`config.mk`:
```
export PLATFORM = sky130hd
export DESIGN_NAME = seq_div
export DESIGN_NICKNAME = d
export VERILOG_FILES = /design/src/rtl/seq_div_pkg.sv /design/src/rtl/div_step.sv /design/src/rtl/seq_div.sv
export SDC_FILE = /design/constraint.sdc
export NUM_CORES = 1
export LEC_CHECK = 0
export ABC_AREA = 0
export BUFFER_PORTS_ARGS = -buffer_cell sky130_fd_sc_hd__buf_2
export CAP_MARGIN = 25
export CORE_MARGIN = 3
export CORE_UTILIZATION = 60
export DETAILED_ROUTE_END_ITERATION = 7
export PLACE_DENSITY = 0.83
export SYNTH_ARGS = -nofsm -noshare
export SYNTH_HDL_FRONTEND = slang
export SYNTH_SLANG_ARGS = --single-unit
export TNS_END_PERCENT = 5
```
`constraint.sdc`:
```
create_clock -name clk -period 3 [get_ports clk]
set_clock_uncertainty 0.1 [all_clocks]
set_input_delay 0.75 -clock clk [delete_from_list [all_inputs] [get_ports clk]]
set_output_delay 0.75 -clock clk [all_outputs]
set_load 0.01 [all_outputs]
```
`src/rtl/seq_div_pkg.sv`:
```
// Shared definitions for the sequential restoring divider: FSM encoding and
// default operand widths.
package seq_div_pkg;

  localparam int DIV_DW = 8;
  localparam int DIV_VW = 4;
  localparam int CNT_W  = $clog2(DIV_DW + 1);

  typedef enum logic {
    ST_IDLE = 1'b0,
    ST_CALC = 1'b1
  } state_t;

endpackage

```
`src/rtl/div_step.sv`:
```
// One restoring-division iteration: shift the next dividend bit into the
// partial remainder and subtract the divisor when it fits.
module div_step #(
  parameter int VW = 4
) (
  input  logic [VW:0]   rem,
  input  logic          next_bit,
  input  logic [VW-1:0] divisor,
  output logic [VW:0]   rem_next,
  output logic          q_bit
);

  logic [VW:0] rem_shift;
  logic [VW:0] divisor_ext;

  always_comb begin
    rem_shift   = {rem[VW-1:0], next_bit};
    divisor_ext = {1'b0, divisor};
    if (rem_shift >= divisor_ext) begin
      rem_next = rem_shift - divisor_ext;
      q_bit    = 1'b1;
    end else begin
      rem_next = rem_shift;
      q_bit    = 1'b0;
    end
  end

endmodule

```
`src/rtl/seq_div.sv`:
```
// Sequential restoring divider: one quotient bit per clock, start/busy/done
// handshake, fixed DW-cycle latency including the divide-by-zero case.
module seq_div
  import seq_div_pkg::*;
#(
  parameter int DW = DIV_DW,
  parameter int VW = DIV_VW
) (
  input  logic          clk,
  input  logic          rst,
  input  logic          start,
  input  logic [DW-1:0] dividend,
  input  logic [VW-1:0] divisor,
  output logic          busy,
  output logic          done,
  output logic [DW-1:0] quotient,
  output logic [VW-1:0] remainder,
  output logic          div_by_zero
);

  localparam int CW = $clog2(DW + 1);
  localparam logic [CW-1:0] LAST_COUNT = CW'(DW - 1);

  state_t        state;
  state_t        state_next;
  logic [CW-1:0] count;
  logic [DW-1:0] dvd_sh;
  logic [DW-1:0] quo_sh;
  logic [VW-1:0] dvs;
  logic [VW-1:0] dvd_low;
  logic [VW:0]   part_rem;
  logic          zero_div;
  logic [VW:0]   rem_next;
  logic          q_bit;
  logic          accept;
  logic          last_step;

  div_step #(.VW(VW)) u_step (
    .rem      (part_rem),
    .next_bit (dvd_sh[DW-1]),
    .divisor  (dvs),
    .rem_next (rem_next),
    .q_bit    (q_bit)
  );

  always_ff @(posedge clk) begin
    if (rst) state <= ST_IDLE;
    else     state <= state_next;
  end

  always_comb begin
    state_next = state;
    case (state)
      ST_IDLE: if (start)     state_next = ST_CALC;
      ST_CALC: if (last_step) state_next = ST_IDLE;
      default:                state_next = ST_IDLE;
    endcase
  end

  always_comb begin
    busy      = (state == ST_CALC);
    accept    = (state == ST_IDLE) && start;
    last_step = (state == ST_CALC) && (count == LAST_COUNT);
  end

  // The low dividend bits are kept separately because the shift register
  // has consumed them by the time a divide-by-zero result is forced.
  always_ff @(posedge clk) begin
    if (rst) begin
      count       <= '0;
      dvd_sh      <= '0;
      quo_sh      <= '0;
      dvs         <= '0;
      dvd_low     <= '0;
      part_rem    <= '0;
      zero_div    <= 1'b0;
      done        <= 1'b0;
      quotient    <= '0;
      remainder   <= '0;
      div_by_zero <= 1'b0;
    end else begin
      done <= 1'b0;
      if (accept) begin
        dvd_sh   <= dividend;
        dvd_low  <= dividend[VW-1:0];
        dvs      <= divisor;
        zero_div <= (divisor == '0);
        part_rem <= '0;
        quo_sh   <= '0;
        count    <= '0;
      end else if (busy) begin
        dvd_sh   <= {dvd_sh[DW-2:0], 1'b0};
        part_rem <= rem_next;
        quo_sh   <= {quo_sh[DW-2:0], q_bit};
        count    <= count + 1'b1;
        if (last_step) begin
          done        <= 1'b1;
          div_by_zero <= zero_div;
          if (zero_div) begin
            quotient  <= '1;
            remainder <= dvd_low;
          end else begin
            quotient  <= {quo_sh[DW-2:0], q_bit};
            remainder <= rem_next[VW-1:0];
          end
        end
      end
    end
  end

endmodule

```
## Word-level counts from Yosys, hierarchy flattened

Cells that the tools add are included.

- Add/sub/neg operators: 2
- $lt $le $gt $ge: 1
- Equal/unequal tests: 1
- Mux-type cells: 10
- Bitwise operators: 2
- Reductions and logical operators: 7

Operators by type and width:

| operator | number |
|---|---|
| 2-to-1 mux 8 bit | 3 |
| 2-to-1 mux 4 bit | 2 |
| greater-or-equal comparator 5 x 4 -> 1 bit | 1 |
| adder 4 x 1 -> 4 bit, second input constant | 1 |
| == test 4 x 3 -> 1 bit, second input constant | 1 |
| zero test 4 bit | 1 |
| 2-to-1 mux 1 bit | 4 |
| subtractor 4 bit | 1 |
| AND reduction 3 bit | 1 |
| OR reduction 3 bit | 1 |
| logical AND 1 bit | 2 |
| NOT 1 bit | 2 |
| one-hot mux 1 bit (2 select lines) | 1 |
| nonzero test 2 bit | 1 |
| OR reduction 2 bit | 1 |

- Flip-flop bits (word level): 47
- Input port bits: 15
- Output and inout bits: 15
- Logic and storage cells: 35

## Logic depth before layout (Yosys ltp)

Gate-level depths: netlist of run 1.

- Depth after elaboration: 4
- Mapped depth: 7
- Depth with buffers taken out: 7

## Modules after synthesis

Synthesis of run 1 repeated with hierarchy kept, for this count alone.

- Cells, all modules: 216
- Area total of the unflattened synthesis: 2097.0 um2

By module, submodules not included:

| module | instances | cells each | area an instance (um2) | sequential area each (um2) |
|---|---|---|---|---|
| seq_div | 1 | 181 | 1849.3 | 960.9 |
| div_step | 1 | 35 | 247.7 | 0.0 |

## Least setup slack after synthesis of run 1

Ideal clock, no wire load.

- Path kind: register -> register
- Start: register dvs[1]
- End: register remainder[3]
- Arrival: 1.663 ns
- Required time: 2.809 ns
- Path slack: 1.146 ns
- Cell stages (with the launch flop): 8
- Path buffers: 0
- Clock period less this slack: 1.854 ns
- Cell sequence: dfxtp_1 -> inv_1 -> ha_1 -> nor2b_4 -> o31ai_4 -> o21ai_2 -> a311o_1 -> a311oi_1

- Word-level cells in the longest chain between the ends: 3
- Elaborated cells between the ends (all ways): 4
- Those cells by class: add/sub (1); order compare (1); mux (2)

RTL lines:

| element | line | text |
|---|---|---|
| from (decl) | seq_div.sv:29 | `logic [VW-1:0] dvs;` |
| from (signal assigned) | seq_div.sv:86 | `dvs <= divisor;` |
| subtractor 4 bit / greater-or-equal comparator 5 x 4 -> 1 bit (equally long branches) | div_step.sv:20, div_step.sv:19 |  |
| 2-to-1 mux 4 bit (*) | div_step.sv:19 | `if (rem_shift >= divisor_ext) begin` |
| 2-to-1 mux 4 bit (*) | seq_div.sv:99 | `if (zero_div) begin` |
| to (signal assigned) | seq_div.sv:101 | `remainder <= dvd_low;` |
| to (signal assigned) | seq_div.sv:104 | `remainder <= rem_next[VW-1:0];` |
| to (decl) | seq_div.sv:17 | `output logic [VW-1:0] remainder,` |

Every way passes the cells marked *; elsewhere a longest branch is shown, timed or not.
A chain may end at the register's enable or synchronous reset.

## Final worst setup path of run 1

- Start: register state (netlist: busy)
- End: output port busy

RTL lines:

| element | line | text |
|---|---|---|
| from (decl) | seq_div.sv:24 | `state_t state;` |
| from (signal assigned) | seq_div.sv:48 | `else state <= state_next;` |
| to (decl) | seq_div.sv:14 | `output logic busy,` |

No word-level cell between the ends.

==> tab_implementation.tex, run 1 <==
\begin{tabular}{lr}
\hline
Metric & Value \\
\hline
\multicolumn{2}{l}{\textbf{Placed design}} \\
\quad \# port buffers & 29 \\
\quad Placed wire-length estimate & 2893 um \\
\quad Routability cong. & 0.8577 \\
\quad Placement-stage worst setup slack & 0.8869 ns \\
\multicolumn{2}{l}{\textbf{Clocking}} \\
\quad Count of hold buffers inserted by post-cts repair & 0 \\
\quad CTS-repair resized insts & 0 \\
\quad Clock sink count & 47 \\
\quad Clock-pin slew on the worst setup and hold paths & 0.14 ns \\
\quad Deepest level of the CTS H-tree & 2 \\
\quad Root cell of the clock tree & sky130\_fd\_sc\_hd\_\_clkbuf\_4 \\
\quad Cts bufs inserted & 5 \\
\quad Setup repair bufs after CTS & 0 \\
\quad Maximum number of buffers from clock root to sink & 2 \\
\quad Insertion delay to the later sink of the worst-skew pair & 0.36 ns \\
\quad TritonCTS clock tree & done \\
\multicolumn{2}{l}{\textbf{STA}} \\
\quad Transition at the pin with the smallest max-transition slack & 0.5930 ns \\
\quad Setup violation total in the final timing report & 0 \\
\quad Fin. max-slew vios & 0 \\
\quad Final critical-path required period & 2.137 ns \\
\quad Crit path setup slack, layout & 0.8635 ns \\
\quad Share of the clock period used by the worst path after layout & 71.22\% \\
\quad Post-Route Setup TNS & 0 ns \\
\quad Setup repair after global routing missed its margin & no \\
\quad Maximum operating frequency & 468.0 MHz \\
\quad Worst slew margin relative to its limit & 60.41\% \\
\quad Total count of hold-check failures in the final report & 0 \\
\multicolumn{2}{l}{\textbf{Synthesis}} \\
\quad Async set or reset register ratio after synthesis & 0\% \\
\quad Post-synth net total & 257 \\
\quad Number of synthesized register bits & 47 \\
\quad Register area share after synthesis & 45.03\% \\
\quad Cell with the most instances after synthesis & sky130\_fd\_sc\_hd\_\_dfxtp\_1 \\
\quad Count of cell types in the netlist & 41 \\
\quad Most numerous cell types in the synthesized netlist & 47 x sky130\_fd\_sc\_hd\_\_dfxtp\_1, 41 x sky130\_fd\_sc\_hd\_\_nor2\_1, 26 x sky130\_fd\_sc\_hd\_\_nand2\_1 \\
\quad Gate count of the mapped netlist & 236 \\
\quad Post-Syn Area per Cell & 8.854 um2 \\
\quad Flip-flop cell with the highest count after synthesis & sky130\_fd\_sc\_hd\_\_dfxtp\_1 \\
\quad Synthesis Warnings & 0 \\
\quad Leading post-synthesis cells by cell area & sky130\_fd\_sc\_hd\_\_dfxtp\_1 45\%, sky130\_fd\_sc\_hd\_\_mux2i\_1 7.7\%, sky130\_fd\_sc\_hd\_\_nor2\_1 7.4\% \\
\quad Netlist Area Pre-Place & 2090 um2 \\
\quad Share of Yosys cell area claimed by the top area cell type & 45.03\% \\
\quad Cell type with the highest aggregate area in the netlist & sky130\_fd\_sc\_hd\_\_dfxtp\_1 \\
\quad Post-synth EDFFs & 0 \\
\multicolumn{2}{l}{\textbf{Setup path}} \\
\quad Critical Setup Path Class & register to output pin \\
\quad Minimum setup slack among reg-to-reg paths & 0.97 ns \\
\quad Required time of the critical path & 2.15 ns \\
\quad Maximum net fanout on the critical path & 14 \\
\quad Cell family with the largest share of critical-path delay & flip-flops \\
\quad Instance count on the critical path & 1 \\
\quad FF-to-FF End & remainder[1] \\
\quad Critical Path Sink & busy \\
\quad Worst reg-to-reg path cell count & 5 \\
\quad Slowest CP cell & sky130\_fd\_sc\_hd\_\_dfxtp\_1 \\
\quad Slowest stage delay, CP & 0.69 ns \\
\quad Worst setup path start & busy \\
\quad CP endpoint kind & output pin \\
\quad Type of element launching the critical path & register \\
\quad Number of buffers and inverters on the critical path & 1 \\
\quad Cell-by-cell trace of the critical path & buf\_2 \\
\quad Crit path arrival time & 1.29 ns \\
\quad Worst r2r src & busy \\
\multicolumn{2}{l}{\textbf{Floorplan}} \\
\quad I/O pin cnt & 30 \\
\quad Overall die height & 65.01 um \\
\quad Area of the core & 3178 um2 \\
\quad Die ar. & 4226 um2 \\
\quad Die boundary width & 65.01 um \\
\quad Number of placement rows & 20 \\
\quad Initial standard-cell utilization of the core & 65.75\% \\
\multicolumn{2}{l}{\textbf{Outcome}} \\
\quad Status & finished clean \\
\multicolumn{2}{l}{\textbf{Power}} \\
\quad Sw Ratio & 28.54\% \\
\quad Clock group share of total power & 25.8\% \\
\quad Sequential cell fraction of total power & 57.6\% \\
\quad Maximum resistive drop on vdd & 382.1 uV \\
\quad Cell leakage power & 0.9384 nW \\
\quad Total power density per cell area & 503.5 nW/um2 \\
\quad Total net switching power & 0.3287 mW \\
\quad Design internal power & 0.8230 mW \\
\quad Logic gate share of total power & 16.6\% \\
\quad Total power & 1.152 mW \\
\multicolumn{2}{l}{\textbf{Drt}} \\
\quad Count of vias placed by the detailed router & 1641 \\
\quad Number of vias per cell after detailed routing & 5.363 \\
\quad Number of iterations in the first detailed-routing pass & 4 \\
\quad DRC & 0 \\
\quad Violation count after the first detailed-route iteration & 107 \\
\quad Wirelength, routed & 3935 um \\
\quad Wire length per cell after detailed routing & 12.86 um \\
\quad Count of antenna-violating nets left after detailed routing & 0 \\
\multicolumn{2}{l}{\textbf{GRT}} \\
\quad Antenna violations before repair & 0 \\
\quad Vias in the first global route & 1580 \\
\quad Wire length of the first global-routing pass & 6934 um \\
\quad Final global-route overflow total & 0 \\
\quad Largest net degree at the start of global routing & 21 \\
\quad Gr usage total & 21.13\% \\
\multicolumn{2}{l}{\textbf{Layout}} \\
\quad Fraction of layout cells with a size suffix above 1 & 20.23\% \\
\quad Layout overhead on the synthesized area & 9.461\% \\
\quad \# diodes & 0 \\
\quad Net count reported at finish & 282 \\
\quad Utilization of the core after routing & 71.97\% \\
\multicolumn{2}{l}{\textbf{Min path}} \\
\quad Worst Hold Launch & dvs[3] \\
\quad Worst min-delay path category & register to register \\
\multicolumn{2}{l}{\textbf{Flow run}} \\
\quad Max-capacitance violation count & 0 \\
\hline
\end{tabular}
-- sequential cells by signal, summed over array words and instances, names as in the netlist, 4 cells and up --
signal / count
count: 4
dvd_low: 4
dvd_sh: 8
dvs: 4
part_rem: 4
quo_sh: 7
quotient: 8
remainder: 4
-- layer usage --
layer	wire length [um]	GRT usage (%)
met1	1885	26.25
met2	1798	35.12
met3	194	5.893
met4	56	7.254
met5	0	0
-- layout by cell type, fill, tap and decap left out, types with 3 or more instances in the layout --
cell type and instances:
sky130_fd_sc_hd__dfxtp_1 47, sky130_fd_sc_hd__mux2i_1 16, sky130_fd_sc_hd__ha_1 5, sky130_fd_sc_hd__a21oi_1 21
sky130_fd_sc_hd__nor2_1 41, sky130_fd_sc_hd__buf_2 29, sky130_fd_sc_hd__nand2_1 26, sky130_fd_sc_hd__nor3_1 16
sky130_fd_sc_hd__clkbuf_4 5, sky130_fd_sc_hd__inv_1 8, sky130_fd_sc_hd__nand3_1 3, sky130_fd_sc_hd__buf_4 5
-- worst min-delay path by stage --
stage	endpoint	slack (ns)	depth (start not counted)
finish	dvs[3]	0.36	2
global route	dvs[2]	0.39	2
CTS	dvd_low[0]	0.37	2
detailed placement	dvd_low[0]	0.35	2
global placement	div_by_zero	0.34	2
floorplan	dvd_low[2]	0.33	2
-- cells by family after synthesis --
logic type / after synthesis / synth area share (%)
simple gates: 100 / 22.28
flops: 47 / 45.03
compound gates: 38 / 12.82
buf+inv: 24 / 6.048
mux: 17 / 8.203
fa+ha+maj: 6 / 3.952
xor+xnor: 4 / 1.677
-- area by class of cell --
type,instances,area [um2]
Inverter,8,30.03
Multi-Input combinational cell,165,1022
Timing Repair Buffer,34,182.7
Tap cell,44,55.05
Clock buffer,5,37.54
Fill cell,257,890.9
Clock inverter,3,18.77
Sequential cell,47,940.9
-- power groups by stage --
| stage | sequential (mW) | combinational [mW] | clock, mW |
|---|---|---|---|
| after detailed placement | 0.677 | 0.192 | 0 |
| after global placement | 0.676 | 0.188 | 0 |
| final | 0.663 | 0.192 | 0.297 |
| after global routing | 0.666 | 0.214 | 0.326 |
| after CTS | 0.663 | 0.193 | 0.302 |
| after floorplan | 0.669 | 0.160 | 0 |
-- per-stage QoR --
stage,instance area [um2],cells,hold slack (ns)
after global routing,2287,306,0.3934
after CTS,2287,306,0.3657
after global placement,2231,298,0.3426
final,2287,306,0.3626
after detailed placement,2231,298,0.3471
after floorplan,2090,236,0.3332
(Power assumes the default switching activity.)
==> run 2: changes to the inputs <==
- CORE_UTILIZATION: 60 -> 56
- PLACE_DENSITY: 0.83 -> 0.78
- clock period: 3 -> 2 ns (I/O delays scaled with it)
==> run 2 against run 1 <==
Critical path depth grew 6. Non-clock buffer count increased by 4. Global-route usage up 0.58 points. Setup slack got worse by 0.76 ns. Utilization decreased by 2.3 points.
==> tab_implementation.tex, run 2 (same netlist as run 1, synthesis figures left out) <==
\begin{tabular}{lr}
\hline
Metric & Value \\
\hline
\multicolumn{2}{l}{\textbf{Setup path}} \\
\quad CP endpoint kind & register \\
\quad Maximum net fanout on the critical path & 4 (-10) \\
\quad Critical Setup Path Class & register to register \\
\quad Slowest CP cell & sky130\_fd\_sc\_hd\_\_dfxtp\_2 \\
\quad Required time of the critical path & 2.13 ns (-0.02 ns) \\
\quad Cell-by-cell trace of the critical path & inv\_1, ha\_1, nand4\_1, nand2\_2, o21ai\_2, a311o\_1, a311oi\_1 \\
\quad Slowest stage delay, CP & 0.37 ns (-0.32 ns) \\
\quad Worst reg-to-reg path cell count & 7 (+2) \\
\quad Crit path arrival time & 2.03 ns (+0.74 ns) \\
\quad Type of element launching the critical path & register \\
\multicolumn{2}{l}{\textbf{Drt}} \\
\quad Count of vias placed by the detailed router & 1687 (+2.8\%) \\
\quad Violation count after the first detailed-route iteration & 108 (+0.93\%) \\
\quad Wirelength, routed & 4248 um (+8.0\%) \\
\quad Number of iterations in the first detailed-routing pass & 4 (unchanged) \\
\quad Wire length per cell after detailed routing & 13.62 um (+5.9\%) \\
\quad DRC & 0 (unchanged) \\
\quad Number of vias per cell after detailed routing & 5.407 (+0.83\%) \\
\quad Count of antenna-violating nets left after detailed routing & 0 (unchanged) \\
\multicolumn{2}{l}{\textbf{Floorplan}} \\
\quad Area of the core & 3468 um2 (+9.1\%) \\
\quad Die boundary width & 67.09 um (+3.2\%) \\
\quad I/O pin cnt & 30 (unchanged) \\
\quad Initial standard-cell utilization of the core & 60.25\% (-5.5 points) \\
\quad Die ar. & 4500 um2 (+6.5\%) \\
\quad Number of placement rows & 21 (+5.0\%) \\
\quad Overall die height & 67.09 um (+3.2\%) \\
\multicolumn{2}{l}{\textbf{Layout}} \\
\quad Most common cell after layout, fill and taps aside & sky130\_fd\_sc\_hd\_\_dfxtp\_1 \\
\quad Top flop regs & dvd\_sh x8, quotient x8, quo\_sh x7 \\
\quad Layout overhead on the synthesized area & 15.63\% \\
\quad Fraction of layout cells with a size suffix above 1 & 22.56\% (+2.3 points) \\
\quad Net count reported at finish & 286 (+1.4\%) \\
\quad Highest-count cells in the layout ignoring fill and taps & 45 x sky130\_fd\_sc\_hd\_\_dfxtp\_1, 41 x sky130\_fd\_sc\_hd\_\_nor2\_1, 29 x sky130\_fd\_sc\_hd\_\_buf\_2 \\
\quad \# diodes & 0 (unchanged) \\
\multicolumn{2}{l}{\textbf{STA}} \\
\quad Crit path setup slack, layout & 0.09869 ns (-0.7648 ns) \\
\quad Transition at the pin with the smallest max-transition slack & 0.5143 ns (-0.07864 ns) \\
\quad Worst slack on hold paths & 0.3377 ns (-0.02487 ns) \\
\quad Share of the clock period used by the worst path after layout & 95.07\% \\
\quad Fin. max-slew vios & 0 (unchanged) \\
\quad Final critical-path required period & 1.901 ns \\
\quad Total count of hold-check failures in the final report & 0 (unchanged) \\
\quad Worst slew margin relative to its limit & 65.53\% (+5.1 points) \\
\quad Maximum operating frequency & 526.0 MHz \\
\quad Setup violation total in the final timing report & 0 (unchanged) \\
\multicolumn{2}{l}{\textbf{Clocking}} \\
\quad CTS-repair resized insts & 0 (unchanged) \\
\quad Maximum number of buffers from clock root to sink & 2 (unchanged) \\
\quad Cts bufs inserted & 5 (unchanged) \\
\quad Count of hold buffers inserted by post-cts repair & 0 (unchanged) \\
\quad Clock sink count & 47 (unchanged) \\
\quad Insertion delay to the later sink of the worst-skew pair & 0.31 ns (-0.05 ns) \\
\quad Root cell of the clock tree & sky130\_fd\_sc\_hd\_\_clkbuf\_8 \\
\quad Setup repair bufs after CTS & 0 (unchanged) \\
\quad Clock-pin slew on the worst setup and hold paths & 0.09 ns (-0.05 ns) \\
\quad Deepest level of the CTS H-tree & 2 (unchanged) \\
\quad TritonCTS clock tree & done \\
\multicolumn{2}{l}{\textbf{Placed design}} \\
\quad Placement-stage worst setup slack & 0.09942 ns (-0.7875 ns) \\
\quad \# port buffers & 29 (unchanged) \\
\quad Placed wire-length estimate & 2975 um (+2.8\%) \\
\quad Routability cong. & 0.8215 (-4.2\%) \\
\multicolumn{2}{l}{\textbf{GRT}} \\
\quad Gr usage total & 21.71\% (+0.58 points) \\
\quad Largest net degree at the start of global routing & 20 (-4.8\%) \\
\quad Antenna violations before repair & 0 (unchanged) \\
\quad Final global-route overflow total & 0 (unchanged) \\
\quad Vias in the first global route & 1569 (-0.70\%) \\
\quad Wire length of the first global-routing pass & 7320 um (+5.6\%) \\
\multicolumn{2}{l}{\textbf{Outcome}} \\
\quad Status & finished clean \\
\multicolumn{2}{l}{\textbf{Power}} \\
\quad Maximum resistive drop on vdd & 535.8 uV (+40\%) \\
\quad Total power density per cell area & 876.2 nW/um2 (+74\%) \\
\quad Cell leakage power & 0.9921 nW (+5.7\%) \\
\multicolumn{2}{l}{\textbf{Flow run}} \\
\quad Max-capacitance violation count & 0 (unchanged) \\
\multicolumn{2}{l}{\textbf{Min path}} \\
\quad Worst min-delay path category & input port to register \\
\quad Cell count of the worst hold path & 3 (+1) \\
\hline
\end{tabular}
## run 2: changes by cell type in the layout (fill, tap and decap cells not counted), sizes merged
cell,change
clkbuf,+1
clkinv,-2
inv,-1
bufinv,+2
buf,+4
## run 2: path summary, 6_finish.rpt
kind,slack (ns),startpoint,endpoint
setup / recovery,0.1,dvd_sh[7],remainder[3]
hold / removal,0.34,dividend[1],dvd_low[1]
setup reg to reg,0.1,dvd_sh[7],remainder[3]
hold reg to reg,0.36,dvs[2],dvs[2]
## run 2: area by class of cell
class                      instances  area (um2)
fill                             278        1052
multi-input combinational        165        1040
sequential                        47       943.4
timing repair buffer              38       212.7
clock buffer                       6       72.57
clock inverter                     2       60.06
tap                               46       57.56
inverter                           8       30.03
## run 2: worst max-delay path: cells and delay by family, from the launching register on
kind | cells | cell delay, ns
DFF | 1 | 0.37
buffers and inverters | 1 | 0.06
AOI/OAI and AO/OA | 3 | 0.63
and+or+nand+nor | 2 | 0.35
adders and majority gates | 1 | 0.31
## run 2: power by group
| group | internal (mW) | leakage [nW] | total, mW | switching, mW |
|---|---|---|---|---|
| clock network | 0.499 | 0.0654 | 0.818 | 0.318 |
| logic | 0.138 | 0.544 | 0.308 | 0.170 |
| registers | 0.966 | 0.383 | 0.991 | 0.0250 |
## run 2: per-stage QoR
step | power (mW) | cells | cell area (um2) | TNS (ns) | util (%)
after floorplan | 1.243 | 236 | 2090 | 0 | -
after global placement | 1.300 | 304 | 2263 | 0 | 65.26
after detailed placement | 1.307 | 304 | 2263 | 0 | 65.26
after CTS | 2.113 | 312 | 2396 | 0 | 69.08
after global routing | 2.208 | 312 | 2416 | -0.01000 | 69.66
final | 2.117 | 312 | 2416 | 0 | 69.66
## run 2: layer usage
layer  track usage (%)  wire length, um  vias to the layer above  share of wire, %
met5                 0                0                        -                 0
met4             7.342               65                        0               1.5
met3             6.577              180                        7               4.2
met2             33.37             1983                       41                47
met1             28.71             2019                      778                48
li1                  -                -                      861                 -
